`config.mk`:
```
export PLATFORM = sky130hd
export DESIGN_NAME = uart_input_scheduler
export DESIGN_NICKNAME = d
export VERILOG_FILES = /design/src/rtl/uart_input_scheduler.sv
export SDC_FILE = /design/constraint.sdc
export NUM_CORES = 1
export LEC_CHECK = 0
export CORE_ASPECT_RATIO = 0.6
export CORE_MARGIN = 2
export CORE_UTILIZATION = 45
export CTS_CLUSTER_SIZE = 16
export DETAILED_ROUTE_END_ITERATION = 8
export HOLD_SLACK_MARGIN = 0.15
export PLACE_DENSITY_LB_ADDON = 0.25
export RECOVER_POWER = 50
export SYNTH_ARGS = -nofsm -noshare
export SYNTH_HDL_FRONTEND = slang
export SYNTH_SLANG_ARGS = --single-unit
export TNS_END_PERCENT = 100
```
`constraint.sdc`:
```
create_clock -name clk -period 3.6 [get_ports clk]
set_clock_uncertainty 0.05 [all_clocks]
set_input_delay 0.36 -clock clk [delete_from_list [all_inputs] [get_ports clk]]
set_output_delay 0.36 -clock clk [all_outputs]
set_load 0.05 [all_outputs]
```
`src/rtl/uart_input_scheduler.sv`:
```
// uart_input_scheduler
// Packs received UART bytes into words, queues them in a small FIFO and
// serves UARTtoReg read requests from writeback, stalling the pipeline
// while a request waits for data.
// Optional build macro: UART_INPUT_LITTLE_ENDIAN_EN (first byte lands in
// bits [7:0]); when undefined the first byte is the most significant.
module uart_input_scheduler #(
    parameter int FIFO_DEPTH_LOG2 = 2,
    parameter int BYTES_PER_WORD  = 4
) (
    input  logic                       clk,
    input  logic                       reset_n,
    input  logic                       rx_valid,
    input  logic [7:0]                 rx_byte,
    input  logic                       req,
    output logic                       input_ready,
    output logic [31:0]                input_data,
    output logic                       stall,
    output logic [FIFO_DEPTH_LOG2:0]   fifo_count,
    output logic                       overrun
);

    localparam int DEPTH = 1 << FIFO_DEPTH_LOG2;
    localparam logic [FIFO_DEPTH_LOG2:0] FULL_COUNT = (FIFO_DEPTH_LOG2 + 1)'(DEPTH);
    localparam logic [1:0] LAST_BYTE = 2'(BYTES_PER_WORD - 1);
    localparam logic [31:0] WORD_MASK = (BYTES_PER_WORD == 4) ? 32'hFFFF_FFFF
                                      : ((32'h1 << (8 * BYTES_PER_WORD)) - 32'h1);

    typedef enum logic [1:0] {IDLE, WAIT, DELIVER} state_t;

    state_t                       state_reg, state_next;
    logic [31:0]                  asm_reg;
    logic [1:0]                   byte_cnt_reg;
    logic [FIFO_DEPTH_LOG2-1:0]   wr_ptr_reg, rd_ptr_reg;
    logic [FIFO_DEPTH_LOG2:0]     count_reg;
    logic [31:0]                  input_data_reg;
    logic                         overrun_reg;
    logic [31:0]                  mem [DEPTH];

    logic [31:0] asm_shift;
    logic [31:0] word_in;
    logic        word_done;
    logic        have_word;
    logic        full;
    logic        take;      // pop the FIFO head into input_data
    logic        bypass;    // hand the word being completed straight to a waiting request
    logic        push;
    logic        accept;
    logic        drop;

`ifdef UART_INPUT_LITTLE_ENDIAN_EN
    // New bytes enter at the top; after a full word the bytes sit in the
    // upper lanes, oldest lowest, so shift them down into place.
    assign asm_shift = {rx_byte, asm_reg[31:8]};
    assign word_in   = asm_shift >> (32 - 8 * BYTES_PER_WORD);
`else
    // New bytes enter at the bottom; the oldest byte ends up most significant.
    assign asm_shift = {asm_reg[23:0], rx_byte};
    assign word_in   = asm_shift & WORD_MASK;
`endif

    assign word_done = rx_valid && (byte_cnt_reg == LAST_BYTE);
    assign have_word = (count_reg != '0);
    assign full      = (count_reg == FULL_COUNT);
    assign push      = word_done && !bypass;
    // A pop in the same edge frees a slot, so a full FIFO still accepts.
    assign accept    = push && (!full || take);
    assign drop      = push && full && !take;

    assign input_ready = (state_reg == DELIVER);
    assign input_data  = input_data_reg;
    assign fifo_count  = count_reg;
    assign overrun     = overrun_reg;
    assign stall       = req && !input_ready;

    // Request-service next-state logic: decides when to pop or bypass.
    always_comb begin
        state_next = state_reg;
        take       = 1'b0;
        bypass     = 1'b0;
        case (state_reg)
            IDLE: begin
                if (req) begin
                    if (have_word) begin
                        take       = 1'b1;
                        state_next = DELIVER;
                    end else begin
                        state_next = WAIT;
                    end
                end
            end
            WAIT: begin
                if (!req) begin
                    state_next = IDLE;
                end else if (have_word) begin
                    take       = 1'b1;
                    state_next = DELIVER;
                end else if (word_done) begin
                    bypass     = 1'b1;
                    state_next = DELIVER;
                end
            end
            DELIVER: state_next = IDLE;
            default: state_next = IDLE;
        endcase
    end

    // State register; reset cancels a delivery pulse immediately.
    always_ff @(posedge clk or negedge reset_n) begin
        if (!reset_n) begin
            state_reg <= IDLE;
        end else begin
            state_reg <= state_next;
        end
    end

    // Byte assembly: shift register plus position-in-word counter.
    always_ff @(posedge clk or negedge reset_n) begin
        if (!reset_n) begin
            asm_reg      <= '0;
            byte_cnt_reg <= '0;
        end else if (rx_valid) begin
            asm_reg      <= asm_shift;
            byte_cnt_reg <= word_done ? 2'd0 : byte_cnt_reg + 2'd1;
        end
    end

    // FIFO storage; contents need no reset since pointers define validity.
    always_ff @(posedge clk) begin
        if (accept) begin
            mem[wr_ptr_reg] <= word_in;
        end
    end

    // FIFO pointers, occupancy and sticky overrun flag.
    always_ff @(posedge clk or negedge reset_n) begin
        if (!reset_n) begin
            wr_ptr_reg  <= '0;
            rd_ptr_reg  <= '0;
            count_reg   <= '0;
            overrun_reg <= 1'b0;
        end else begin
            if (accept) begin
                wr_ptr_reg <= wr_ptr_reg + 1'b1;
            end
            if (take) begin
                rd_ptr_reg <= rd_ptr_reg + 1'b1;
            end
            case ({accept, take})
                2'b10:   count_reg <= count_reg + 1'b1;
                2'b01:   count_reg <= count_reg - 1'b1;
                default: count_reg <= count_reg;
            endcase
            if (drop) begin
                overrun_reg <= 1'b1;
            end
        end
    end

    // Delivered word register; holds its value between deliveries.
    always_ff @(posedge clk or negedge reset_n) begin
        if (!reset_n) begin
            input_data_reg <= '0;
        end else if (take) begin
            input_data_reg <= mem[rd_ptr_reg];
        end else if (bypass) begin
            input_data_reg <= word_in;
        end
    end

endmodule

```
# == Word level (Yosys, flattened, before mapping) ==
# Memories as Yosys holds them, arrays and structs flattened.
# Cells that the tools add are included.
# totals
regBits,68
mem_bits_rw,128
in_bits,12
memories,1
# memory_table
name,depth,word_bits,read_ports,rd_clocked_by_memory_dff,wr,line,source
mem,4,32,1,0,1,38,logic [31:0] mem [DEPTH];
# classes
n_addsub,5
eq_ne,8
muxes,19
n_reduce_logical,17
# op_table
op,count
32-bit 2-to-1 mux,2
2-bit 2-to-1 mux,6
1-bit 2-to-1 mux,9
2-bit by 1-bit adder with 2-bit output (second input constant),3
2-bit equality test (second input constant),3
1-bit logical AND,6
3-bit case mux with 2 select lines,1
2-bit by 1-bit equality test with 1-bit output (second input constant),2
1-bit logical NOT,4
4-bit inequality test (second input constant),1
2-bit case mux with 2 select lines,1
2-bit nonzero test,2
3-bit by 1-bit adder with 3-bit output (second input constant),1
3-bit equality test (second input constant),1
3-bit nonzero test,1
3-bit by 1-bit subtractor with 3-bit output (second input constant),1
2-bit logical NOT,1
2-bit inequality test (second input constant),1
2-bit AND reduction,1
2-bit OR reduction,1
1-bit logical OR,1

# == Longest topological paths before layout ==
# Gate-level depths: netlist of the first run.
# logic_depth
depth_word,11
depth_mapped,7

# == Worst setup path before layout of the first run ==
# OpenSTA, ideal clock, no wires.
# synth_timing
path_type,register -> register
from,reg count_reg[0] (netlist: fifo_count[0])
to,"mem mem[0][0], enable pin"
setup_ns,0.392
t_arrival_ns,2.241
required_time_ns,3.158
path_slack_ns,0.917
path_stages_with_launch,5
n_path_buf,0
period_less_slack_ns,2.683
cell_sequence,dfrtp_1 > or3b_1 > nor2_1 > a311oi_2 > and2_1
# synth_between
elab_chain_len,9
# synth_rtl
item,line,source
start: declaration,35,logic [FIFO_DEPTH_LOG2:0] count_reg;
start signal: assignment,150,2'b10: count_reg <= count_reg + 1'b1;
start signal: assignment,151,2'b01: count_reg <= count_reg - 1'b1;
start signal: assignment,152,default: count_reg <= count_reg;
3-bit nonzero test,63,assign have_word = (count_reg != '0);
1-bit 2-to-1 mux,95,end else if (have_word) begin
1-bit 2-to-1 mux,93,if (!req) begin
1-bit 2-to-1 mux,81,case (state_reg)
1-bit logical NOT,65,assign push = word_done && !bypass;
1-bit logical AND,65,
1-bit logical AND (*),67,assign accept = push && (!full || take);
1-bit 2-to-1 mux (*),130,if (accept) begin
1-bit 2-to-1 mux (not written as such) (*),131,mem[wr_ptr_reg] <= word_in;
end: declaration,38,
# Every way passes the cells marked *; elsewhere a longest branch is shown, timed or not.

# == Worst setup path in the final report of the first run ==
# layout_timing
from,reg state_reg[1]
to,out stall
# layout_between
elab_chain_len,3
# layout_rtl
item,line,source
start: declaration,31,"state_t state_reg, state_next;"
start signal: assignment,113,state_reg <= state_next;
2-bit equality test,70,assign input_ready = (state_reg == DELIVER);
1-bit logical NOT,74,assign stall = req && !input_ready;
1-bit logical AND,74,
end: declaration,18,"output logic stall,"
# Every way passes these cells.

==> results of run 1 <==
==> routing by layer <==
layer  share of wire  global-route usage  wire (um)  vias to the layer above
li1                -                   -          -                     1659
met1            0.50               0.259       7250                     2060
met2            0.46               0.263       6660                       74
met3           0.036              0.0413        515                        2
met4          0.0028              0.0324         40                        0
met5               0                   0          0                        -
==> cell type report <==
type / count / share of cell area
clock inverter: 15 / 0.0159
inverter: 4 / 0.00169
multi-input combinational: 167 / 0.212
timing repair buffer: 62 / 0.0659
tap: 228 / 0.0321
sequential: 196 / 0.624
clock buffer: 17 / 0.0479
==> stage by stage <==
step	cell area, um2	util	power (mW)	hold WS, ns
6_report	8890	0.542	7.49	0.427
5_1_grt	8890	0.542	7.85	0.440
3_3_place_gp	8320	0.507	5.71	0.390
2_1_floorplan	7610	-	5.02	0.0144
3_5_place_dp	8320	0.507	5.76	0.393
4_1_cts	8890	0.542	7.58	0.432
==> placed cells by master, fill, tap and decap left out, types with 2 or more instances in the layout <==
cell	netlist	routed
mux2i_1	3	3
dfrtp_1	68	67
ha_1	5	5
inv_6	0	4
and2_1	5	4
mux2_2	26	26
buf_4	0	12
clkdlybuf4s50_1	0	39
nand3_1	2	2
a21o_1	31	31
nor2_1	7	5
mux4_2	32	32
mux2_1	2	2
xnor2_1	3	3
xor2_1	2	2
clkbuf_16	0	17
nand2_1	4	4
a22o_1	30	30
clkinv_4	0	2
dlygate4sd3_1	0	10
nor2b_1	2	2
nor2_2	0	2
inv_1	4	4
a21oi_1	2	2
edfxtp_1	128	128
clkinvlp_4	0	3
inv_8	0	4
==> power groups by stage <==
stage | clock network (mW) | logic [mW] | registers, mW
4_1_cts | 1.85 | 2.50 | 3.23
5_1_grt | 1.94 | 2.63 | 3.28
3_3_place_gp | 0 | 2.46 | 3.25
6_report | 1.82 | 2.46 | 3.21
2_1_floorplan | 0 | 1.24 | 3.78
3_5_place_dp | 0 | 2.49 | 3.27
==> worst max-delay path: stages (launching register included) <==
cell and delay, ns:
dfrtp_1 0.39, nor2b_1 0.15, nor2b_1 0.12, clkdlybuf4s50_1 0.81
==> worst max path at each step <==
stage             startpoint         end  slack [ns]
4_1_cts         state_reg[1]       stall        1.29
3_3_place_gp             req   mem[1][5]        0.94
6_report        state_reg[1]       stall        1.31
5_1_grt         state_reg[1]  mem[1][15]        1.17
3_5_place_dp             req  mem[1][29]        0.90
2_1_floorplan  fifo_count[0]   mem[0][0]        0.92
==> cells by family (layout without fill, tap and decap cells) <==
group	count (synthesis)	count (layout)	synth area share
DFF	196	196	0.729
AOI/OAI and AO/OA	65	65	0.0694
muxes	63	63	0.140
and+or+nand+nor	28	28	0.0219
buffers and inverters	24	98	0.0235
adders and majority gates	6	6	0.0109
xor gates and xnor gates	5	5	0.00575
==> what timing repair did <==
action                                 CTS  global route
endpoints found under the hold margin   46             0
hold buffers                             1             0
setup endpoints to repair                0             0
==> results.json, run 1 <==
{
  "ff2ff_setup_slack_ns": 1.32,
  "grt_pass1_wl_um": 23100,
  "grt_max_degree": 48,
  "io_pins": 50,
  "reg2reg_from": "state_reg[1]",
  "routed_wl_um": 14500,
  "cp-end-kind": "output pin",
  "dp_worst_setup_slack_ns": 0.905,
  "ctsRootBufferMaster": "clkbuf_16",
  "start_util": 0.464,
  "fin_ws_ns": 1.31,
  "drive_gt1_frac": 0.236,
  "antenna_left": 0,
  "period_share": 0.635,
  "setup_viol": 0,
  "synthTopCellsByCount": "edfxtp_1 (128), dfrtp_1 (68), mux4_2 (32), a21o_1 (31), a22o_1 (30)",
  "clk_pin_slew_ns": 0.07,
  "placed_cells": 656,
  "fillerInstances": 1322,
  "numCtsBuffers": 17,
  "grtUsageTotal": 0.173,
  "netlist_area_um2": 7610,
  "route.detailed.vias_per_inst": 5.51,
  "synthCells": 387,
  "rsz0062_at_grt": "no",
  "pwr-share-clk": 0.243,
  "dieArea_um2": 18000,
  "min_to": "input_data[14]",
  "vdd_drop_max_uv": 447,
  "yosys-top-cells-area": "edfxtp_1 (51%), dfrtp_1 (22%), mux4_2 (9.5%), mux2_2 (3.8%), a22o_1 (3.5%)",
  "cts_tree": "yes",
  "drc": 0,
  "worstHoldStart": "input_data[14]",
  "required_ns": 3.19,
  "syn2layout_area_growth_pct": 16.8,
  "multi_input_area_um2": 1890,
  "core_area_um2": 16400,
  "drtIter0Drc": 326,
  "dr.pass1.iters": 4,
  "grt_antenna_before_repair": 0,
  "place.gp.congestion": 0.722,
  "power.switching_mw": 2.66,
  "die_h_um": 105,
  "gr-total-overflow": 0,
  "finalHoldViolations": 0,
  "clockBufferDepth": 2,
  "ys_seq_elements": 196,
  "r2r-end": "mem[3][31]",
  "worst-endpoint-arrival_ns": 1.88,
  "synth.top_cell.area_share": 0.505,
  "ys_seq_area_frac": 0.729,
  "clkSinkCount": 196,
  "nets": 466,
  "insertion_delay_ns": 0.42,
  "ys.flop_type": "edfxtp_1",
  "cts_resized": 0,
  "final-seq-area_um2": 5550,
  "timing.fmax_ghz": 0.437,
  "netSwitchingFraction": 0.355,
  "syn_avg_cell_area_um2": 19.7,
  "ys_async_sr_fraction": 0.347,
  "synth_edf_count": 128,
  "synth.distinct_cells": 34,
  "p_leak_nw": 3.37,
  "num_antenna_cells": 0,
  "cp-start-kind": "flip-flop",
  "worstHoldPathType": "reg2reg",
  "rows": 36,
  "vias": 3795,
  "cell_internal_pwr_mw": 4.83,
  "place_hpwl_um": 8110,
  "drv_slew": 0,
  "power_density_nw_per_um2": 842,
  "syn_nets": 405,
  "finalCriticalPeriod_ns": 2.29,
  "port_buffers": 49,
  "post_cts_buffers": 0,
  "post-synth-top-count-cell": "edfxtp_1",
  "hold_depth": 1,
  "combPwrFrac": 0.328,
  "routedWlPerCell_um": 21.0,
  "ys_warn_count": 0,
  "worstSetupPathType": "reg2out",
  "cts_htree_levels": 4,
  "crit_fanout": 3,
  "largest_reg_flops": 128,
  "die_x_um": 172,
  "sequentialPowerShare": 0.429,
  "status": "complete, no violations",
  "grt_pass1_vias": 4040,
  "tightest_slew_ns": 1.33,
  "yosys.area.top_type": "edfxtp_1",
  "layoutNonFillerInstCount": 689,
  "cap_violations": 0,
  "relSlewSlack": 0.113,
  "tns_ns": 0,
  "reg2reg_depth": 5
}
No activity file was read; power rests on OpenSTA's default activity.
==> run 2: changes to the inputs <==
==> constraint.sdc (replaced) <==
create_clock -name clk -period 1.85 [get_ports clk]
set_clock_uncertainty 0.05 [all_clocks]
set_input_delay 0.185 -clock clk [delete_from_list [all_inputs] [get_ports clk]]
set_output_delay 0.185 -clock clk [all_outputs]
set_load 0.05 [all_outputs]
==> run 2 against run 1 <==
Effect of this change: cell count is 4.5% higher; clock-buffer cell count stayed put; global-route usage is 0.66 points higher; non-clock buffer count increased by 31; via count increased by 1.4%; clock power up 93%; critical path depth rose by 2; largest cell class unchanged.
==> results.json, run 2 (same netlist as run 1, synthesis figures left out) <==
{
  "clkSinkCount": 196,
  "routedWlPerCell_um": 20.9,
  "cpMaxStageDelayCell": "dfrtp_2",
  "grt_pass1_vias": 4105,
  "status": "complete, no violations",
  "critPathBufInv": 1,
  "worstSetupPathType": "reg2reg",
  "stdcell_area_um2": 9410,
  "die_h_um": 105,
  "setup_viol": 0,
  "place_hpwl_um": 9720,
  "grt_pass1_wl_um": 23900,
  "tightest_slew_ns": 0.986,
  "placed_cells": 683,
  "reg2reg_depth": 5,
  "rows": 36,
  "start_util": 0.464,
  "period_share": 0.984,
  "path_cells": "or3b_1 -> nor2_2 -> a311oi_4 -> and2_4 -> clkbuf_16",
  "worstHoldPathType": "in2async",
  "dr.pass1.iters": 4,
  "cp_top_family": "simple AND/OR/NAND/NOR gates",
  "relSlewSlack": 0.343,
  "drc": 0,
  "grtUsageTotal": 0.180,
  "vias": 3849,
  "grt_antenna_before_repair": 0,
  "numCtsBuffers": 17,
  "finalCriticalPeriod_ns": 1.82,
  "ff2ff_setup_slack_ns": 0.03,
  "port_buffers": 49,
  "gr-total-overflow": 0,
  "route.detailed.vias_per_inst": 5.35,
  "r2r-end": "mem[3][22]",
  "vdd_drop_max_uv": 1030,
  "syn2layout_area_growth_pct": 23.7,
  "routed_wl_um": 15000,
  "ctsRootBufferMaster": "clkbuf_16",
  "timing.fmax_ghz": 0.550,
  "cp-end-kind": "flip-flop",
  "rsz0062_at_grt": "yes",
  "core_area_um2": 16400,
  "drive_gt1_frac": 0.331,
  "num_antenna_cells": 0,
  "cap_violations": 0,
  "layoutNonFillerInstCount": 720,
  "layout_commonest_cell": "edfxtp_1",
  "place.gp.congestion": 0.793,
  "p_leak_nw": 3.89,
  "reg2reg_from": "fifo_count[2]",
  "finalHoldViolations": 0,
  "clk_pin_slew_ns": 0.07,
  "clockBufferDepth": 2,
  "drtIter0Drc": 298,
  "dieArea_um2": 18000,
  "grt_max_degree": 37,
  "cp-start-kind": "flip-flop",
  "holdWs_ns": 0.402,
  "antenna_left": 0,
  "final_cell_mix": "edfxtp_1 (128), dfrtp_1 (64), buf_4 (34), mux4_2 (32), a21o_1 (31)",
  "insertion_delay_ns": 0.43,
  "die_x_um": 172,
  "crit_fanout": 8,
  "cts_htree_levels": 4,
  "drv_slew": 0,
  "power_density_nw_per_um2": 1600,
  "required_ns": 1.94,
  "cpPeakStageDelay_ns": 0.44,
  "io_pins": 50,
  "dpl_cell_area_um2": 8720,
  "nets": 497,
  "cts_tree": "yes",
  "largest_reg_flops": 128,
  "worst-endpoint-arrival_ns": 1.91
}
run 2: how the worst max path moves through the flow:
stage                         from              to  depth (start not counted)
global placement               req      mem[2][21]                          6
global route          state_reg[1]      mem[3][25]                          5
floorplan            fifo_count[0]       mem[0][0]                          4
finish               fifo_count[2]      mem[3][22]                          5
CTS                 input_data[29]  input_data[29]                          1
detailed placement             req   fifo_count[1]                          7
run 2: through the flow:
step                setup WS, ns  setup TNS, ns   util  power, mW
global route             -0.0383         -0.571  0.574       15.8
global placement          -0.176         -19.75  0.532       11.6
floorplan                -0.0889         -10.96      -       9.84
finish                    0.0304              0  0.574       15.1
CTS                     0.000886              0  0.567       15.2
detailed placement        -0.199         -22.78  0.532       11.7
run 2: layout make-up:
| cell class | instances | area (um2) |
|---|---|---|
| Multi-Input combinational cell | 167 | 1950 |
| Inverter | 4 | 15.0 |
| Timing Repair Buffer | 93 | 1040 |
| Sequential cell | 196 | 5550 |
| Tap cell | 228 | 285 |
| Fill cell | 1277 | 6980 |
| Clock inverter | 15 | 141 |
| Clock buffer | 17 | 425 |
run 2: timing repair:
item / CTS / global route
endpoints found under the setup margin: 61 / 154
pin swaps: 0 / 3
cloned: 0 / 1
gates resized for setup: 8 / 27
hold buffers: 1 / 0
setup buffers: 0 / 3
hold endpoints to repair: 68 / 0
run 2: worst reg2reg max path: stages (launching register included):
cell,delay [ns]
dfrtp_2,0.44
or3b_1,0.21
nor2_2,0.06
a311oi_4,0.29
and2_4,0.29
clkbuf_16,0.19
run 2: where the power goes:
part / switching (mW) / internal (mW) / leakage, nW / total (mW)
clock: 1.73 / 1.79 / 0.271 / 3.52
combinational: 3.02 / 2.44 / 1.65 / 5.46
sequential: 0.528 / 5.56 / 1.97 / 6.09
run 2: metal layers:
layer  track usage  part of all wire  vias up
met2         0.268              0.48      107
met4        0.0462            0.0052        0
met5             0                 0        -
met3        0.0424             0.058        6
li1              -                 -     1721
met1         0.268              0.46     2015
